[config.mk]
export PLATFORM = sky130hd
export DESIGN_NAME = vga_rd_ctrl
export DESIGN_NICKNAME = d
export VERILOG_FILES = /design/src/rtl/vga_rd_ctrl.sv
export SDC_FILE = /design/constraint.sdc
export NUM_CORES = 1
export LEC_CHECK = 0
export CAP_MARGIN = 10
export CORE_UTILIZATION = 30
export CTS_CLUSTER_DIAMETER = 100
export DETAILED_ROUTE_END_ITERATION = 6
export PLACE_DENSITY = 0.54
export SETUP_SLACK_MARGIN = 0.4
export SLEW_MARGIN = 0
export SYNTH_ARGS = -nofsm -noshare
export SYNTH_HDL_FRONTEND = slang
export SYNTH_SLANG_ARGS = --single-unit
export TNS_END_PERCENT = 50
[constraint.sdc]
create_clock -name clk -period 5.2 [get_ports clk]
set_clock_uncertainty 0.1 [all_clocks]
set_input_delay 1.04 -clock clk [delete_from_list [all_inputs] [get_ports clk]]
set_output_delay 1.04 -clock clk [all_outputs]
set_load 0.03 [all_outputs]
[src/rtl/vga_rd_ctrl.sv]
// vga_rd_ctrl: VGA 640x480 timing that shows a windowed 1-bit frame from the reader bank of a ping-pong buffer.
// Bank swaps happen only at frame end, so the picture never tears.
module vga_rd_ctrl #(
  parameter int RD_LAT = 2,
  parameter int WIN_X0 = 160,
  parameter int WIN_Y0 = 120,
  parameter int WIN_W  = 320,
  parameter int WIN_H  = 200,
  parameter int H_ACT  = 640,
  parameter int H_FP   = 16,
  parameter int H_SYNC = 96,
  parameter int H_BP   = 48,
  parameter int V_ACT  = 480,
  parameter int V_FP   = 10,
  parameter int V_SYNC = 2,
  parameter int V_BP   = 33
) (
  input  logic        clk,
  input  logic        rst,
  input  logic        wr_end,
  input  logic        rd_data,
  output logic [15:0] rd_addr,
  output logic        rd_en,
  output logic        rd_end,
  output logic        rd_addr_sel,
  output logic        vga_hs,
  output logic        vga_vs,
  output logic [15:0] vga_rgb
);
  localparam logic [9:0]  H_LAST = 10'(H_ACT + H_FP + H_SYNC + H_BP - 1);
  localparam logic [9:0]  V_LAST = 10'(V_ACT + V_FP + V_SYNC + V_BP - 1);
  localparam logic [9:0]  HS_B   = 10'(H_ACT + H_FP);
  localparam logic [9:0]  HS_E   = 10'(H_ACT + H_FP + H_SYNC);
  localparam logic [9:0]  VS_B   = 10'(V_ACT + V_FP);
  localparam logic [9:0]  VS_E   = 10'(V_ACT + V_FP + V_SYNC);
  localparam logic [9:0]  X_B    = 10'(WIN_X0);
  localparam logic [9:0]  X_E    = 10'(WIN_X0 + WIN_W);
  localparam logic [9:0]  Y_B    = 10'(WIN_Y0);
  localparam logic [9:0]  Y_E    = 10'(WIN_Y0 + WIN_H);
  localparam logic [15:0] A_LAST = 16'(WIN_W * WIN_H - 1);
  typedef enum logic {WAIT_FIRST, SHOW} state_t;
  state_t r_state, w_state_nxt;
  logic [9:0]  r_h, r_v;
  logic        r_sel, r_hs, r_vs;
  logic [15:0] r_addr, r_rgb;
  logic [RD_LAT:0][2:0] r_pipe;
  logic w_h_end, w_frame_end, w_swap, w_in_win, w_en, w_hs, w_vs;
  always_comb begin
    w_h_end     = r_h == H_LAST;
    w_frame_end = w_h_end && r_v == V_LAST;
    w_swap      = w_frame_end && wr_end;
    w_in_win    = r_h >= X_B && r_h < X_E && r_v >= Y_B && r_v < Y_E;
    w_en        = r_state == SHOW && w_in_win;
    w_hs        = !(r_h >= HS_B && r_h < HS_E);
    w_vs        = !(r_v >= VS_B && r_v < VS_E);
    w_state_nxt = w_swap ? SHOW : r_state;
  end
  always_ff @(posedge clk or posedge rst)
    if (rst) r_state <= WAIT_FIRST;
    else     r_state <= w_state_nxt;
  // r_pipe[0] carries {rd_en, hs, vs}; the sync bits ride along with the read so they line up with rd_data
  always_ff @(posedge clk or posedge rst)
    if (rst) begin
      r_h    <= '0;
      r_v    <= '0;
      r_sel  <= 1'b0;
      r_addr <= '0;
      r_pipe <= {(RD_LAT + 1){3'b011}};
      r_rgb  <= '0;
      r_hs   <= 1'b1;
      r_vs   <= 1'b1;
    end else begin
      r_h    <= w_h_end ? '0 : r_h + 10'd1;
      r_v    <= w_h_end ? (r_v == V_LAST ? '0 : r_v + 10'd1) : r_v;
      r_sel  <= r_sel ^ w_swap;
      r_addr <= w_frame_end ? '0 : (rd_en && r_addr != A_LAST) ? r_addr + 16'd1 : r_addr;
      r_pipe[0] <= {w_en, w_hs, w_vs};
      for (int i = 1; i <= RD_LAT; i++) r_pipe[i] <= r_pipe[i-1];
      r_rgb  <= (r_pipe[RD_LAT][2] && rd_data) ? 16'hFFFF : 16'h0000;
      r_hs   <= r_pipe[RD_LAT][1];
      r_vs   <= r_pipe[RD_LAT][0];
    end
  assign rd_en       = r_pipe[0][2];
  assign rd_addr     = r_addr;
  assign rd_end      = w_swap;
  assign rd_addr_sel = r_sel;
  assign vga_hs      = r_hs;
  assign vga_vs      = r_vs;
  assign vga_rgb     = r_rgb;
endmodule

# After elaboration in Yosys (flattened, before gate mapping)
# Index checks and enable logic that the tools add are counted.
[word_totals]
reg_bits = 65
output_inout_bits = 37
elab_cells = 44
[classes]
add_sub_neg = 3
n_lt_le_gt_ge = 8
eq_ne = 3
mux = 5
n_bitwise = 1
reduce_logical = 13
[op_table]
columns = ["cell", "n"]
rows = [
  ["two-way mux 16 bit", 3],
  ["< comparator 10 x 9 -> 1 bit, second input constant", 3],
  ["adder 10 x 1 -> 10 bit, second input constant", 2],
  ["equality test 10 bit, second input constant", 2],
  ["two-way mux 10 bit", 2],
  ["adder 16 x 1 -> 16 bit, second input constant", 1],
  ["inequality test 16 bit, second input constant", 1],
  [">= comparator 10 bit, second input constant", 1],
  [">= comparator 10 x 7 -> 1 bit, second input constant", 1],
  [">= comparator 10 x 8 -> 1 bit, second input constant", 1],
  [">= comparator 10 x 9 -> 1 bit, second input constant", 1],
  ["logical AND 1 bit", 10],
  ["< comparator 10 bit, second input constant", 1],
  ["zero test 1 bit", 2],
  ["nonzero test 2 bit", 1],
  ["bitwise XOR 1 bit", 1],
]

# Depth between registers and ports, before layout
# Gate-level depths: netlist of run 1.
[logic_depth]
word_depth = 5
ltp_mapped = 7

# Worst setup path before layout of run 1
# Ideal clock, no wire load.
[synth_timing]
kind = "input to output"
from = "input wr_end"
to = "output rd_end"
t_arrival_ns = 1.588
t_required_ns = 4.060
path_slack_ns = 2.472
path_stages = 2
n_path_buf = 0
cell_sequence = "inv_1 -> nor3_2"
[synth_between]
elab_chain_len = 1
[synth_rtl]
columns = ["item", "line", "source"]
rows = [
  ["start: declaration", "20", "input logic wr_end,"],
  ["logical AND 1 bit", "51", "w_swap = w_frame_end && wr_end;"],
  ["end: declaration", "24", "output logic rd_end,"],
]
# No other way between the ends.

# Worst setup path in the final report of run 1
[layout_timing]
from = "register r_h[0]"
to = "output rd_end"
[layout_between]
elab_chain_len = 3
[layout_rtl]
columns = ["item", "line", "source"]
rows = [
  ["start: declaration", "43", "logic [9:0] r_h, r_v;"],
  ["start signal: assignment", "73", "r_h <= w_h_end ? '0 : r_h + 10'd1;"],
  ["equality test 10 bit", "49", "w_h_end = r_h == H_LAST;"],
  ["logical AND 1 bit", "50", "w_frame_end = w_h_end && r_v == V_LAST;"],
  ["logical AND 1 bit", "51", ""],
]
# No other way between the ends.

==> impl_results.md, run 1 <==
* Asr flop ratio synth at 100%
* I/O pins at 41
* Critical Path Stages at 5
* CP max stage cell: clkdlybuf4s50_1
* Htree depth at 2
* Number of synthesized register bits at 50
* Peak supply drop at 0.113 mV
* DIE HEIGHT at 93.7 µm
* GRT Util Overall at 11.9%
* Residual DRC at 0
* Outcome: completed
* Vias in the first global route at 1693
* Vias/cell at 5.05
* Setup bufs post-CTS at 0
* Starting Density at 30.9%
* Mapped cell area at 2520 µm²
* Worst slew pin tran at 1030 ps
* Hold path endpoint: r_pipe[8]
* Antenna violations before repair at 0
* Pleak at 1.17 nW
* Max_slew headroom at 31.2%
* Hold Slack at 256 ps
* Critical path's largest stage delay at 720 ps
* Area of the die at 8780 µm²
* Slew Limit Fails at 0
* Congestion Overflow GR at 0
* Clock buffer depth at 2
* Setup CP Type: reg2out
* Min-delay src: r_pipe[5]
* RSZ-0062 raised after global routing: false
* Synth top area share at 41.7%
* Syn_area_per_cell at 10.3 µm²
* Setup TNS at 0 ps
* Yosys top cell by area: dfrtp_1
* WP data arrival at 2540 ps
* Crit path cell chain: ha_1, and4_1, nand3_2, nor3_2, clkdlybuf4s50_1
* Antenna-violating nets left at 0
* Share of cells above drive strength 1 at 9.77%
* Routed WL at 4870 µm
* Multi-input logic area at 1040 µm²
* DIE WIDTH at 93.7 µm
* Post-route clock period utilization at 70.8%
* Final hold violation count at 0
* Flop2flop setup slack at 3170 ps
* Commonest non-fill, non-tap cells in the layout: dfrtp_1, clkdlybuf4s50_1, a21oi_1
* Filler Cell Count at 831
* Diode count at 0
* Reg2reg start: rd_addr[0]
* Syn Inst Count at 244
* Resized Gates After CTS at 0
* Setup Viol. Count Final at 0
* Reg clk slew, reported paths at 100 ps
* Worst flop-to-flop path endpoint: rd_addr[13]
* Num CTS Buffers at 5
* Tot Pwr at 0.000637 W
* Pwr/cell area at 214 nW/µm²
* Max Fclk at 0.272 GHz
* Worst Path Max Fanout at 9
* 1st-iter DRT viols at 74
* Synthesis-to-layout area growth at 17.7%
* Buffers & Inverters on Critical Path at 1
* Ys flop type: dfrtp_1
* Clk sink count at 50
* Worst hold path class: reg2reg
* Largest net degree at the start of global routing at 51
* Worst Reg2Reg Path Length in Cells at 5
* EDFF count, synth at 0
* CTS tree: yes
* Core area at 8180 µm²
* DR vias at 1873
* Max cap viols at 0
* Post-synthesis sequential area ratio at 50.0%
* Commonest non-fill, non-tap cell in the layout: dfrtp_1
* Synth area leaders: dfrtp_1, dfstp_2, buf_4, xor2_1, a21oi_1
* FF+latch area at 1260 µm²
* Row Count at 33
* Number of buffers added on ports at 40
* Nets at 274
* Largest delay share family, worst path: simple AND/OR/NAND/NOR gates
* DR pass1 iterations at 4
* HPWL after detailed placement at 3280 µm
* Syn Nets at 253
* Tmin final at 3680 ps
* Req. time, crit path at 4060 ps
* Crit. End Element: output pin
* Ys Warns at 0
* Hold Path Stages at 0
* Skew-Pair Late Insertion Delay at 310 ps
* Hold Buf Count CTS at 0
* Util after Layout at 36.3%
* First-pass GRT wire length at 8190 µm
* Clk root buf: clkbuf_8
* Startpoint types: register
* Final GP Congestion at 0.808
* Wire length per cell at 13.1 µm
* Library cells used by synthesis at 43
-- registers in the layout, summed over array words and instances (netlist names) --
signal	cells
rd_addr	16
r_h	10
r_v	10
r_pipe	8
r_state	1
rd_addr_sel	1
rd_en	1
vga_hs	1
vga_rgb	1
vga_vs	1
-- per-stage QoR --
step | cells | setup WS, ps | cell area, µm²
after floorplan | 244 | 2470 | 2520
after global placement | 363 | 1590 | 2880
after detailed placement | 363 | 1570 | 2880
after CTS | 371 | 1470 | 2970
after global routing | 371 | 1360 | 2970
final | 371 | 1520 | 2970
-- synthesized netlist by cell type, types with 7 or more instances --
library cell / count
dfrtp_1: 42
dfstp_2: 8
o21ai_0: 12
nand4_1: 13
nor2_1: 10
nand2_1: 14
inv_1: 10
o31ai_1: 8
or3_1: 9
xor2_1: 11
nand3_1: 11
or4_1: 7
a21oi_1: 18
buf_4: 16
-- power breakdown --
part | internal [W] | switching [W]
Combinational | 0.00000314 | 0.00000881
Sequential | 0.000390 | 0.000000562
Clock | 0.0000974 | 0.000137
Total | 0.000490 | 0.000147
-- metal layers --
metal | up-vias | routed length [µm] | track usage (%)
li1 | 913 | - | -
met1 | 904 | 2300 | 15.9
met2 | 50 | 2280 | 18.8
met3 | 6 | 235 | 2.91
met4 | 0 | 56 | 3.97
met5 | - | 0 | 0
-- worst max path at each step --
stage | slack, ps | to | startpoint
finish | 1520 | rd_end | r_h[0]
global route | 1360 | rd_end | r_h[0]
CTS | 1470 | rd_end | r_h[0]
detailed placement | 1570 | rd_end | wr_end
global placement | 1590 | rd_end | wr_end
floorplan | 2470 | rd_end | wr_end
-- cell families after synthesis --
kind of cell	count (synthesis)	share of synthesized area [%]
and+or+nand+nor	93	23.2
adders and majority gates	5	2.48
DFF	50	50.0
AOI/OAI and AO/OA	46	10.9
buffers and inverters	36	8.58
xor gates and xnor gates	14	4.86
-- layout make-up --
| class | count | area share, % |
|---|---|---|
| inverter | 10 | 1.26 |
| clock buffer | 5 | 2.32 |
| tap | 105 | 4.42 |
| clock inverter | 3 | 0.843 |
| sequential | 50 | 42.5 |
| timing repair buffer | 40 | 13.5 |
| multi-input combinational | 158 | 35.2 |
No activity file was read; power rests on OpenSTA's default activity.
==> run 2, diff against run 1 <==
clock period = 3.5 ns   (was 5.2 ns; I/O delays follow)
==> run 2 against run 1 <==
Net effect: sequential power rose by 49%; register-to-register slack worse by 1700 ps; count of clock-buffer cells in the layout is 2 higher; via count grew 0.96%; critical path depth increased by 1; cell area increased by 0.63%; combinational power is 63% higher; first-iteration DRC count rose by 38%; total power rose by 49%; flip-flop and latch count did not move; worst setup slack got worse by 920 ps; non-clock buffer count up 3; critical endpoint unchanged; largest cell class unchanged.
==> impl_results.md, run 2 (synthesized netlist as in run 1, its figures left out) <==
* Outcome: completed
* DR pass1 iterations at 4 (unchanged)
* Setup CP Type: reg2out
* Worst setup path startpoint: r_v[0]
* Critical Path Stages at 6 (+1)
* Synthesis-to-layout area growth at 18.5%
* Share of cells above drive strength 1 at 10.4% (+0.63 points)
* DIE WIDTH at 93.7 µm (unchanged)
* Skew-Pair Late Insertion Delay at 300 ps (about the same)
* Req. time, crit path at 2700 ps (-1360 ps)
* Number of buffers added on ports at 40 (unchanged)
* Antenna violations before repair at 0 (unchanged)
* Pwr/cell area at 317 nW/µm² (+48%)
* Commonest non-fill, non-tap cell in the layout: dfrtp_1
* Min-delay src: r_pipe[7]
* Core area at 8180 µm² (unchanged)
* Metal3 WL at 279 µm (+19%)
* Largest net degree at the start of global routing at 49 (-3.9%)
* Num CTS Buffers at 5 (unchanged)
* Reg2reg start: rd_addr[0]
* Clk sink count at 50 (unchanged)
* Pre-CTS setup slack at 549 ps (-1020 ps)
* Buffers & Inverters on Critical Path at 2 (+1)
* Starting Density at 30.9% (unchanged)
* Crit path cell chain: inv_1, ha_1, and3b_1, nand4_2, nor3_2, dlygate4sd2_1
* RSZ-0062 raised after global routing: false
* Metal-1 WL at 2300 µm (+0.26%)
* I/O pins at 41 (unchanged)
* Final hold violation count at 0 (unchanged)
* Nets at 277 (+1.1%)
* Row Count at 33 (unchanged)
* Wire length per cell at 13.3 µm (+1.3%)
* Diode count at 0 (unchanged)
* Post-route clock period utilization at 82.8%
* Congestion Overflow GR at 0 (unchanged)
* Vias in the first global route at 1745 (+3.1%)
* Max FFs per register at 16 (unchanged)
* Reg clk slew, reported paths at 100 ps (about the same)
* Tmin final at 2900 ps
* Max Fclk at 0.345 GHz
* Slew Limit Fails at 0 (unchanged)
* Pleak at 1.19 nW (+1.9%)
* Max cap viols at 0 (unchanged)
* Worst slew pin tran at 996 ps (-34.3 ps)
* Startpoint types: register
* 1st-iter DRT viols at 102 (+38%)
* Critical path's largest stage delay at 430 ps (-290 ps)
* Area of the die at 8780 µm² (unchanged)
* Crit. End Element: output pin
* First-pass GRT wire length at 8520 µm (+4.0%)
* DIE HEIGHT at 93.7 µm (unchanged)
* WP data arrival at 2100 ps (-440 ps)
* Commonest non-fill, non-tap cells in the layout: dfrtp_1, clkdlybuf4s50_1, a21oi_1
* CTS tree: yes
* Routed WL at 4970 µm (+2.1%)
* Setup TNS at 0 ps (unchanged)
* Vias/cell at 5.06 (+0.15%)
* Antenna-violating nets left at 0 (unchanged)
* Final WS setup at 602 ps (-917 ps)
* Clk root buf: clkbuf_8
* Uppermost layer routed: met4
* Residual DRC at 0 (unchanged)
* Worst Reg2Reg Path Length in Cells at 5 (unchanged)
* Htree depth at 2 (unchanged)
* Hold Path Stages at 0 (unchanged)
* Inst Count DP at 366 (+0.83%)
* Setup Viol. Count Final at 0 (unchanged)
* Max_slew headroom at 33.5% (+2.3 points)
* DR vias at 1891 (+0.96%)
* Clock buffer depth at 2 (unchanged)
* Worst Path Max Fanout at 8 (-1)
* Largest delay share family, worst path: simple AND/OR/NAND/NOR gates
* CP max stage cell: dlygate4sd2_1
* Final GP Congestion at 0.763 (-5.5%)
* Worst hold path class: reg2reg
* GRT Util Overall at 12.2% (+0.32 points)
* HPWL after detailed placement at 3350 µm (+2.0%)
* Fin cells at 374 (+0.81%)
* Met2 routed wirelength at 2350 µm (+2.9%)
* Peak supply drop at 0.233 mV (+110%)
run 2: final timing paths:
| path | endpoint | slack, ps |
|---|---|---|
| max | rd_end | 600 |
| min | vga_hs | 250 |
| max reg2reg | rd_addr[13] | 1430 |
| min reg2reg | vga_hs | 250 |
| max in group asynchronous | r_pipe[4] | 1720 |
| min in group asynchronous | rd_addr[12] | 860 |
run 2: stage by stage:
stage | utilization, % | area, µm² | total power (W) | hold WS, ps
floorplan | - | 2520 | 0.000601 | 231
CTS | 36.5 | 2990 | 0.000969 | 254
finish | 36.5 | 2990 | 0.000948 | 253
global placement | 35.4 | 2900 | 0.000612 | 235
detailed placement | 35.4 | 2900 | 0.000612 | 248
global route | 36.5 | 2990 | 0.000996 | 257
run 2: area by class of cell:
class	instances	area [µm²]
clock buffer	7	86.3
clock inverter	1	5.00
fill	803	5190
inverter	10	37.5
multi-input combinational	158	1040
sequential	50	1260
tap	105	131
timing repair buffer	43	422
run 2: what timing repair did:
action	CTS	global route
resized for setup	1	0
buffers inserted	0	0
setup endpoints to repair	1	0
hold buffers	0	0
run 2: where the power goes:
group / switching (W) / internal (W)
clock network: 0.000188 / 0.000160
registers: 0.000000774 / 0.000579
logic: 0.0000135 / 0.00000610
total: 0.000203 / 0.000745
run 2: layer usage:
| layer | vias up | global-route usage [%] |
|---|---|---|
| met1 | 909 | 16.4 |
| met2 | 65 | 19.8 |
| met3 | 5 | 2.59 |
| met4 | 0 | 3.46 |
| met5 | - | 0 |
| li1 | 912 | - |
